## config.mk

```make
export PLATFORM = sky130hd
export DESIGN_NAME = hazard_ctrl_unit
export DESIGN_NICKNAME = d
export VERILOG_FILES = /design/src/rtl/pipeline_ctrl_pkg.sv /design/src/rtl/load_use_detector.sv /design/src/rtl/hazard_ctrl_unit.sv
export SDC_FILE = /design/constraint.sdc
export NUM_CORES = 1
export LEC_CHECK = 0
export CELL_PAD_IN_SITES_DETAIL_PLACEMENT = 0
export CELL_PAD_IN_SITES_GLOBAL_PLACEMENT = 1
export CORE_ASPECT_RATIO = 1.75
export CORE_MARGIN = 2
export CORE_UTILIZATION = 38
export DETAILED_ROUTE_END_ITERATION = 12
export PLACE_DENSITY = 0.86
export SLEW_MARGIN = 10
export SYNTH_ARGS = -nofsm -noshare
export SYNTH_HDL_FRONTEND = slang
export SYNTH_SLANG_ARGS = --single-unit
```

## constraint.sdc

```tcl
create_clock -name CLK -period 7 [get_ports CLK]
set_input_delay 1.05 -clock CLK [delete_from_list [all_inputs] [get_ports CLK]]
set_output_delay 1.05 -clock CLK [all_outputs]
set_load 0.05 [all_outputs]
```

## src/rtl/pipeline_ctrl_pkg.sv

```systemverilog
// Shared definitions for the pipeline control slice.
//   - FSM state encoding for the mul/div handshake sequencer.
//   - ctrl_t: the bundle of enable/flush/bubble/start controls that the
//     hazard unit drives each cycle, plus named constant patterns for the
//     common cases so the top-level priority chain reads as a table.
package pipeline_ctrl_pkg;

    localparam logic [0:0] ST_RUN         = 1'b0;
    localparam logic [0:0] ST_MULDIV_BUSY = 1'b1;

    typedef struct packed {
        logic pc_en;
        logic ifid_en;
        logic idex_en;
        logic exmem_en;
        logic memwb_en;
        logic ifid_flush;
        logic idex_flush;
        logic exmem_bubble;
        logic muldiv_go;
    } ctrl_t;

    // Everything advances, nothing squashed.
    localparam ctrl_t CTRL_RUN      = '{1'b1, 1'b1, 1'b1, 1'b1, 1'b1, 1'b0, 1'b0, 1'b0, 1'b0};
    // Held in reset: no register loads, both front-end slots forced to NOP.
    localparam ctrl_t CTRL_RESET    = '{1'b0, 1'b0, 1'b0, 1'b0, 1'b0, 1'b1, 1'b1, 1'b0, 1'b0};
    // Data memory busy: the whole pipeline holds its contents.
    localparam ctrl_t CTRL_FREEZE   = '{1'b0, 1'b0, 1'b0, 1'b0, 1'b0, 1'b0, 1'b0, 1'b0, 1'b0};
    // Mul/div in flight: front end and EX hold, MEM/WB drain behind a bubble.
    localparam ctrl_t CTRL_MD_STALL = '{1'b0, 1'b0, 1'b0, 1'b1, 1'b1, 1'b0, 1'b0, 1'b1, 1'b0};
    // Redirect from EX: the two younger instructions are wrong-path.
    localparam ctrl_t CTRL_BRANCH   = '{1'b1, 1'b1, 1'b1, 1'b1, 1'b1, 1'b1, 1'b1, 1'b0, 1'b0};
    // Load-use: hold PC and IF/ID, send one bubble into EX.
    localparam ctrl_t CTRL_LOAD_USE = '{1'b0, 1'b0, 1'b1, 1'b1, 1'b1, 1'b0, 1'b1, 1'b0, 1'b0};

endpackage

```

## src/rtl/load_use_detector.sv

```systemverilog
// Combinational load-use hazard detector.
// Flags when the instruction in EX is a load whose destination (non-x0)
// is a source register actually read by the instruction in ID.
// Ports:
//   mem_read_i         - EX instruction is a load
//   rd_i               - destination register of the EX instruction
//   rs1_i / rs2_i      - source registers of the ID instruction
//   uses_rs1_i/rs2_i   - ID instruction really reads rs1 / rs2
//   hazard_o           - stall ID for one cycle
module load_use_detector (
    input  logic       mem_read_i,
    input  logic [4:0] rd_i,
    input  logic [4:0] rs1_i,
    input  logic [4:0] rs2_i,
    input  logic       uses_rs1_i,
    input  logic       uses_rs2_i,
    output logic       hazard_o
);

    logic rs1_hit;
    logic rs2_hit;

    assign rs1_hit  = uses_rs1_i && (rs1_i == rd_i);
    assign rs2_hit  = uses_rs2_i && (rs2_i == rd_i);
    // x0 is never written, so a load to x0 cannot create a dependency.
    assign hazard_o = mem_read_i && (rd_i != 5'd0) && (rs1_hit || rs2_hit);

endmodule

```

## src/rtl/hazard_ctrl_unit.sv

```systemverilog
// Central stall/flush sequencer for the 5-stage RV32IM pipeline.
// Resolves, in priority order: reset, data-memory busywait, an in-flight
// mul/div (done / pending done / watchdog / wait), a branch redirect from
// EX, a mul/div start in EX, and a load-use hazard.
// Ports:
//   CLK, RESET            - clock, synchronous active-high reset
//   MEM_BUSYWAIT          - data memory not ready, freeze everything
//   MEM_READ_EN_IDEX, REG_WRITE_ADDR_IDEX - load flag and rd of EX instr
//   ADDR_1/2_IFID, USES_RS1/2_IFID        - sources of ID instr
//   BRANCH_SEL            - taken branch/jump resolved in EX
//   MULDIV_START_IDEX     - EX instr is MUL/DIV/REM
//   MULDIV_DONE           - one-cycle result-valid pulse from mul/div unit
//   *_EN                  - pipeline register / PC load enables
//   IFID_FLUSH, IDEX_FLUSH, EXMEM_BUBBLE - NOP insertion controls
//   MULDIV_GO             - one-cycle start pulse to the mul/div unit
//   MULDIV_ERR            - sticky watchdog error
//   STALL_CYCLES          - saturating count of cycles with PC_EN low
module hazard_ctrl_unit
    import pipeline_ctrl_pkg::*;
#(
    parameter int MULDIV_TIMEOUT = 40,
    parameter int STALL_CNT_W    = 32
) (
    input  logic                   CLK,
    input  logic                   RESET,
    input  logic                   MEM_BUSYWAIT,
    input  logic                   MEM_READ_EN_IDEX,
    input  logic [4:0]             REG_WRITE_ADDR_IDEX,
    input  logic [4:0]             ADDR_1_IFID,
    input  logic [4:0]             ADDR_2_IFID,
    input  logic                   USES_RS1_IFID,
    input  logic                   USES_RS2_IFID,
    input  logic                   BRANCH_SEL,
    input  logic                   MULDIV_START_IDEX,
    input  logic                   MULDIV_DONE,
    output logic                   PC_EN,
    output logic                   IFID_EN,
    output logic                   IDEX_EN,
    output logic                   EXMEM_EN,
    output logic                   MEMWB_EN,
    output logic                   IFID_FLUSH,
    output logic                   IDEX_FLUSH,
    output logic                   EXMEM_BUBBLE,
    output logic                   MULDIV_GO,
    output logic                   MULDIV_ERR,
    output logic [STALL_CNT_W-1:0] STALL_CYCLES
);

    localparam int           WD_W     = $clog2(MULDIV_TIMEOUT) + 1;
    localparam logic [WD_W-1:0] WD_LIMIT = WD_W'(MULDIV_TIMEOUT - 1);

    logic [0:0]             state_q, state_d;
    logic                   done_pending_q, done_pending_d;
    logic [WD_W-1:0]        wd_cnt_q, wd_cnt_d;
    logic                   err_q, err_d;
    logic [STALL_CNT_W-1:0] stall_q, stall_d;
    logic                   load_use;
    logic                   done_seen;
    ctrl_t                  ctrl;

    load_use_detector u_load_use (
        .mem_read_i (MEM_READ_EN_IDEX),
        .rd_i       (REG_WRITE_ADDR_IDEX),
        .rs1_i      (ADDR_1_IFID),
        .rs2_i      (ADDR_2_IFID),
        .uses_rs1_i (USES_RS1_IFID),
        .uses_rs2_i (USES_RS2_IFID),
        .hazard_o   (load_use)
    );

    assign done_seen = MULDIV_DONE || done_pending_q;

    always_comb begin
        ctrl           = CTRL_RUN;
        state_d        = state_q;
        done_pending_d = done_pending_q;
        wd_cnt_d       = wd_cnt_q;
        err_d          = err_q;

        if (RESET) begin
            ctrl           = CTRL_RESET;
            state_d        = ST_RUN;
            done_pending_d = 1'b0;
            wd_cnt_d       = '0;
            err_d          = 1'b0;
        end else if (MEM_BUSYWAIT) begin
            ctrl = CTRL_FREEZE;
            if (state_q == ST_MULDIV_BUSY) begin
                // The DONE pulse cannot be consumed while frozen; remember it.
                if (MULDIV_DONE) begin
                    done_pending_d = 1'b1;
                end
                // Keep timing, but park at the limit so the watchdog still
                // fires on the first non-busy cycle.
                if (wd_cnt_q != WD_LIMIT) begin
                    wd_cnt_d = wd_cnt_q + 1'b1;
                end
            end
        end else if (state_q == ST_MULDIV_BUSY) begin
            if (done_seen || (wd_cnt_q == WD_LIMIT)) begin
                ctrl           = CTRL_RUN;
                state_d        = ST_RUN;
                done_pending_d = 1'b0;
                wd_cnt_d       = '0;
                if (!done_seen) begin
                    err_d = 1'b1;
                end
            end else begin
                ctrl     = CTRL_MD_STALL;
                wd_cnt_d = wd_cnt_q + 1'b1;
            end
        end else if (BRANCH_SEL) begin
            ctrl = CTRL_BRANCH;
        end else if (MULDIV_START_IDEX) begin
            ctrl           = CTRL_MD_STALL;
            ctrl.muldiv_go = 1'b1;
            state_d        = ST_MULDIV_BUSY;
            wd_cnt_d       = WD_W'(1);
        end else if (load_use) begin
            ctrl = CTRL_LOAD_USE;
        end
    end

    always_comb begin
        stall_d = stall_q;
        if (!ctrl.pc_en && (stall_q != {STALL_CNT_W{1'b1}})) begin
            stall_d = stall_q + 1'b1;
        end
    end

    always_ff @(posedge CLK) begin
        if (RESET) begin
            state_q        <= ST_RUN;
            done_pending_q <= 1'b0;
            wd_cnt_q       <= '0;
            err_q          <= 1'b0;
            stall_q        <= '0;
        end else begin
            state_q        <= state_d;
            done_pending_q <= done_pending_d;
            wd_cnt_q       <= wd_cnt_d;
            err_q          <= err_d;
            stall_q        <= stall_d;
        end
    end

    assign PC_EN        = ctrl.pc_en;
    assign IFID_EN      = ctrl.ifid_en;
    assign IDEX_EN      = ctrl.idex_en;
    assign EXMEM_EN     = ctrl.exmem_en;
    assign MEMWB_EN     = ctrl.memwb_en;
    assign IFID_FLUSH   = ctrl.ifid_flush;
    assign IDEX_FLUSH   = ctrl.idex_flush;
    assign EXMEM_BUBBLE = ctrl.exmem_bubble;
    assign MULDIV_GO    = ctrl.muldiv_go;
    assign MULDIV_ERR   = err_q;
    assign STALL_CYCLES = stall_q;

endmodule

```

* Word-level counts from Yosys, hierarchy flattened
Cells that the tools add are included.
** Word-level totals
- Bits in registers :: 42
- Input port bits :: 24
- Output and inout bits :: 42
** Cells by class
- $add $sub $neg :: 2
- Equal/unequal tests :: 9
- Mux-type cells :: 23
- Bitwise operators :: 2
- Reductions and logical operators :: 15
** Operators with widths (number)
- 9-bit 2-to-1 mux :: 7
- 7-bit 2-to-1 mux :: 7
- 32-bit by 1-bit adder with 32-bit output (second input constant) :: 1
- 32-bit != test (second input constant) :: 1
- 5-bit == test :: 2
- 1-bit 2-to-1 mux :: 9
- 2-bit by 1-bit != test with 1-bit output (second input constant) :: 4
- 4-bit AND reduction :: 2
- 7-bit by 1-bit adder with 7-bit output (second input constant) :: 1
- 7-bit by 6-bit == test with 1-bit output (second input constant) :: 1
- 7-bit by 6-bit != test with 1-bit output (second input constant) :: 1
- 1-bit logical AND :: 5
- 5-bit nonzero test :: 1
- 2-bit nonzero test :: 2
- 1-bit logical OR :: 3
- 3-bit AND reduction :: 1
- 1-bit NOT :: 2
- 1-bit logical NOT :: 1

* Logic depth before layout (Yosys ltp)
- Depth after elaboration :: 12
- Mapped depth :: 9
- Mapped depth without buffers :: 7

* Modules after synthesis
Synthesis repeated with hierarchy kept, for this count alone.
** Second synthesis, totals
- Cell total of the unflattened synthesis :: 311
- Area total of the unflattened synthesis :: 2571.2 um2
** Modules (own cells, without submodules)
- hazard_ctrl_unit :: instances 1, cells each 294, area each 2437.3 um2, seq. area each 840.8 um2
- load_use_detector :: instances 1, cells each 17, area each 133.9 um2, seq. area each 0.0 um2

* Least setup slack after synthesis
OpenSTA, ideal clock, no wires.
- Path kind :: input to output
- Start :: in MULDIV_DONE
- End :: out PC_EN
- Arrival :: 2.943 ns
- Data required time :: 5.950 ns
- Setup slack :: 3.007 ns
- Cell stages on the path :: 7
- Buffers on the path :: 3
- Cells stage by stage :: nor2_1 -> a21boi_2 -> a2111oi_4 -> a21boi_4 -> buf_6 -> buf_6 -> buf_4
** On the way
- Cells in the longest elaborated chain, start to end :: 6
** Ends and longest elaborated chain
- from (decl) :: line hazard_ctrl_unit.sv:35 : input logic MULDIV_DONE,
- 1-bit logical OR :: line hazard_ctrl_unit.sv:71 : assign done_seen = MULDIV_DONE || done_pending_q;
- 1-bit logical OR :: line hazard_ctrl_unit.sv:100 : if (done_seen || (wd_cnt_q == WD_LIMIT)) begin
- 9-bit 2-to-1 mux :: line hazard_ctrl_unit.sv:100
- 9-bit 2-to-1 mux :: line hazard_ctrl_unit.sv:99 : end else if (state_q == ST_MULDIV_BUSY) begin
- 9-bit 2-to-1 mux :: line hazard_ctrl_unit.sv:86 : end else if (MEM_BUSYWAIT) begin
- 9-bit 2-to-1 mux :: line hazard_ctrl_unit.sv:80 : if (RESET) begin
- to (decl) :: line hazard_ctrl_unit.sv:36 : output logic PC_EN,
Every way passes these cells.

* Worst setup path after layout
- Start :: in REG_WRITE_ADDR_IDEX[1]
- End :: out PC_EN
** On the way
- Cells in the longest elaborated chain, start to end :: 10
** Ends and longest elaborated chain
- from (decl) :: line hazard_ctrl_unit.sv:28 : input logic [4:0] REG_WRITE_ADDR_IDEX,
- 5-bit == test, on equally long branches :: line load_use_detector.sv:23, load_use_detector.sv:24
- 1-bit logical AND, on equally long branches :: line load_use_detector.sv:23, load_use_detector.sv:24
- 1-bit logical OR :: line load_use_detector.sv:26 : assign hazard_o = mem_read_i && (rd_i != 5'd0) && (rs1_hit || rs2_hit);
- 1-bit logical AND (*) :: line load_use_detector.sv:26
- 9-bit 2-to-1 mux (*) :: line hazard_ctrl_unit.sv:119 : end else if (load_use) begin
- 9-bit 2-to-1 mux (*) :: line hazard_ctrl_unit.sv:114 : end else if (MULDIV_START_IDEX) begin
- 9-bit 2-to-1 mux (*) :: line hazard_ctrl_unit.sv:112 : end else if (BRANCH_SEL) begin
- 9-bit 2-to-1 mux (*) :: line hazard_ctrl_unit.sv:99
- 9-bit 2-to-1 mux (*) :: line hazard_ctrl_unit.sv:86
- 9-bit 2-to-1 mux (*) :: line hazard_ctrl_unit.sv:80
Every way passes the cells marked *; elsewhere a longest branch is shown, timed or not.

==> Implementation_results.wiki <==
{| class="wikitable"
! Metric !! Value
|-
| Post-synth net total || 324
|-
| Hold path start || MULDIV_ERR
|-
| Ranking of synthesized cells by instance count || 42 x dfxtp_1, 32 x a21oi_1, 23 x nand2_1, 23 x o21ai_0, 20 x or3_1
|-
| Critical Path End Type || output port
|-
| Total of fill cells in the finished design || 629
|-
| Synth cell types || 41
|-
| WP data arrival || 3.77 ns
|-
| Clock-pin slew of the registers on the worst-case setup and hold paths || 0.08 ns
|-
| Critical path required time || 5.95 ns
|-
| Maximum buffer depth of the clock tree || 2
|-
| Die outline height || 110 um
|-
| Cell taking the most area after synthesis || dfxtp_1
|-
| Drt pass-1 iters || 4
|-
| Effective utilization at floorplan || 0.392
|-
| Setup Crit Path Kind || input pin to output port
|-
| Sequential cell area in the final layout || 841 um2
|-
| Hold Violations, Final || 0
|-
| Maximum fanout encountered on the critical timing path || 20
|-
| Fraction of the yosys area taken by sequential cells || 0.347
|-
| Post-synthesis instance area || 2420 um2
|-
| Tcrit/Tclk final || 0.688
|-
| Area growth from synthesis to final layout || 30.4%
|-
| Post-layout nets || 380
|-
| Gate Count Post-Synth || 298
|-
| Ant diodes || 0
|-
| Antenna violation net count after detailed routing || 0
|-
| Number of top-level pins || 66
|-
| Max-Cap Viols || 0
|-
| Final Routed Wirelength || 6.13 mm
|-
| Least-Margin Pin Slew || 0.695 ns
|-
| Run status || complete, no violations
|-
| Mean area per synthesized cell || 8.12 um2
|-
| Area of all placed cells without fillers || 3160 um2
|-
| Number of antenna violations at the first check in global routing || 0
|-
| Path category of the worst min-delay check || flip-flop to flip-flop
|-
| Cts bufs inserted || 5
|-
| Wire length of the first global-routing pass || 10.1 mm
|-
| Site row count || 38
|-
| All-layer global routing usage || 0.180
|-
| Die area || 7050 um2
|-
| Horiz. Die Dim || 64.3 um
|-
| Setup repair after global routing missed its margin || no
|-
| IR Drop Worst-Case VDD || 0.000104 V
|-
| Latest clock arrival within the worst-skew pair || 0.30 ns
|-
| Cell internal power dissipation || 342 uW
|-
| Yosys warning total || 0
|-
| Async set-or-reset flop fraction in the synthesized netlist || 0
|-
| Count of cells resized by post-cts repair || 0
|-
| Slew headroom || 0.534
|-
| Cells along the critical path || clkdlybuf4s50_1 -> or4_1 -> o21ai_0 -> nor3_1 -> a21boi_4 -> clkdlybuf4s50_1
|-
| Layout cell share with drive strength beyond 1 || 0.0452
|-
| Tot Pwr || 472 uW
|-
| Grt total ovfl || 0
|-
| Kind of cell with the highest combined delay on the critical path || buffers and inverters
|-
| Commonest register cell after synthesis || dfxtp_1
|-
| Origin of the worst setup path || REG_WRITE_ADDR_IDEX[1]
|-
| Worst hold slack across all endpoints || 0.456 ns
|-
| Clock tree from TritonCTS || done
|-
| Remaining DRCs || 0
|-
| Maximum number of pins on one net before global-route repair || 44
|-
| Floorplan Core Area || 6180 um2
|-
| Fmax || 208 MHz
|-
| Fraction of power spent switching nets || 0.276
|-
| Total negative slack || 0 ns
|-
| Most common cell on crit path || clkdlybuf4s50_1
|-
| Portion of total power attributed to sequential cells || 0.523
|-
| Post-detailed-route via-to-cell ratio || 5.49
|-
| Cell with the most instances after synthesis || dfxtp_1
|-
| Post-layout minimum cycle time || 4.82 ns
|-
| Placement-stage cell area || 3080 um2
|-
| Nature of the critical path startpoint || input pin
|-
| Final HPWL DP || 4.47 mm
|-
| Number of synthesized register bits || 42
|-
| Postcts setup bufs || 0
|-
| Number of levels the H-tree was split into || 2
|-
| Critical R2R Launch || wd_cnt_q[0]
|-
| Final Setup Violations || 0
|-
| Delay of the slowest cell on the worst path || 0.90 ns
|-
| Fraction of post-synthesis cell area in the top cell type by area || 0.347
|-
| Leak || 1.04 nW
|-
| Fin. max-slew vios || 0
|-
| Number of port buffers || 65
|-
| Number of enable flip-flop cells after synthesis || 0
|-
| Top area cells in the synthesized netlist || dfxtp_1 35%, a21oi_1 6.6%, or3_1 5.2%, o21ai_0 4.8%, nand4_1 4.1%
|-
| WL/cell || 14.1 um
|-
| Area of the multi-input gates || 1460 um2
|-
| Initial detailed-routing violation count || 56
|-
| Hold_buf cts || 0
|-
| Max Clock Skew || 0.00739 ns
|-
| Part of the power in combinational logic || 0.159
|-
| Critical-path cell with the highest stage delay || clkdlybuf4s50_1
|-
| Vias in the first global route || 2174
|-
| Final weighted congestion in routability-driven placement || 0.758
|-
| Sw Pwr || 130 uW
|-
| Total number of vias || 2382
|-
| Clock root buffer || clkbuf_8
|-
| Power per cell area || 149 nW/um2
|-
| Clock power share || 0.318
|-
| Count of buffer and inverter cells on the critical path || 2
|-
| TritonCTS sink count || 42
|}
[cells in the final DEF, fill, tap and decap left out, types with 3 or more instances in the layout]
master,count
a21oi_1,32
dfxtp_1,42
o31ai_1,7
nand4_1,16
clkbuf_8,5
nand3_1,11
and3_1,12
xnor2_1,11
and2_1,6
and4_1,6
nor3_1,4
o21ai_0,23
clkdlybuf4s50_1,65
nand2_1,23
nor4_1,5
or3_1,20
xor2_1,3
or4_1,7
inv_1,4
nor2_1,17
nor2b_1,7
mux2_2,5
[worst register-to-register path, cell delays in order, from the launching register on]
cell and delay (ns):
dfxtp_1 0.40, ha_1 0.23, nor4b_4 0.29, a21boi_2 0.16
a2111oi_4 0.40, a21boi_4 0.50, buf_4 0.42, nor4_1 0.13
mux2_2 0.29
[state kept, by name, summed over array words and instances, names as in the netlist]
name,count
wd_cnt_q,7
done_pending_q,1
state_q,1
STALL_CYCLES,32
MULDIV_ERR,1
[power groups by stage]
stage          clock (mW)  combinational, mW  sequential [mW]
2_1_floorplan           0             0.0425            0.256
3_3_place_gp            0             0.0743            0.252
3_5_place_dp            0             0.0751            0.252
4_1_cts             0.155             0.0754            0.247
5_1_grt             0.164             0.0810            0.247
6_report            0.150             0.0750            0.247
[layer usage]
layer,routed length [um],GRT usage
met5,0,0
met4,82,0.0593
met3,170,0.0348
met2,3320,0.340
met1,2550,0.198
[final cells by class]
type,instances,share of cell area
inverters,4,0.00475
multi-input cells,234,0.462
flip-flops and latches,42,0.266
clock buffers,7,0.0242
repair buffers,67,0.211
well taps,80,0.0317
[stage by stage]
stage | worst slack [ns] | instances | util
2_1_floorplan | 3.01 | 298 | -
3_3_place_gp | 2.20 | 427 | 0.499
3_5_place_dp | 2.17 | 427 | 0.499
4_1_cts | 2.17 | 434 | 0.511
5_1_grt | 2.00 | 434 | 0.511
6_report | 2.18 | 434 | 0.511
[final timing paths]
kind | end | slack, ns | depth (start not counted)
worst min-delay path | MULDIV_ERR | 0.46 | 2
worst max-delay path | PC_EN | 2.18 | 6
worst min register to register | MULDIV_ERR | 0.46 | 2
worst max register to register | STALL_CYCLES[13] | 4.07 | 8
[kinds of logic after synthesis]
family | after synthesis | synth area share
compound gates | 74 | 0.187
xor+xnor | 14 | 0.0506
fa+ha+maj | 2 | 0.0103
buf+inv | 22 | 0.0496
flops | 42 | 0.347
mux | 7 | 0.0315
simple gates | 137 | 0.324
Note: power is estimated with default switching activity, not from simulation.
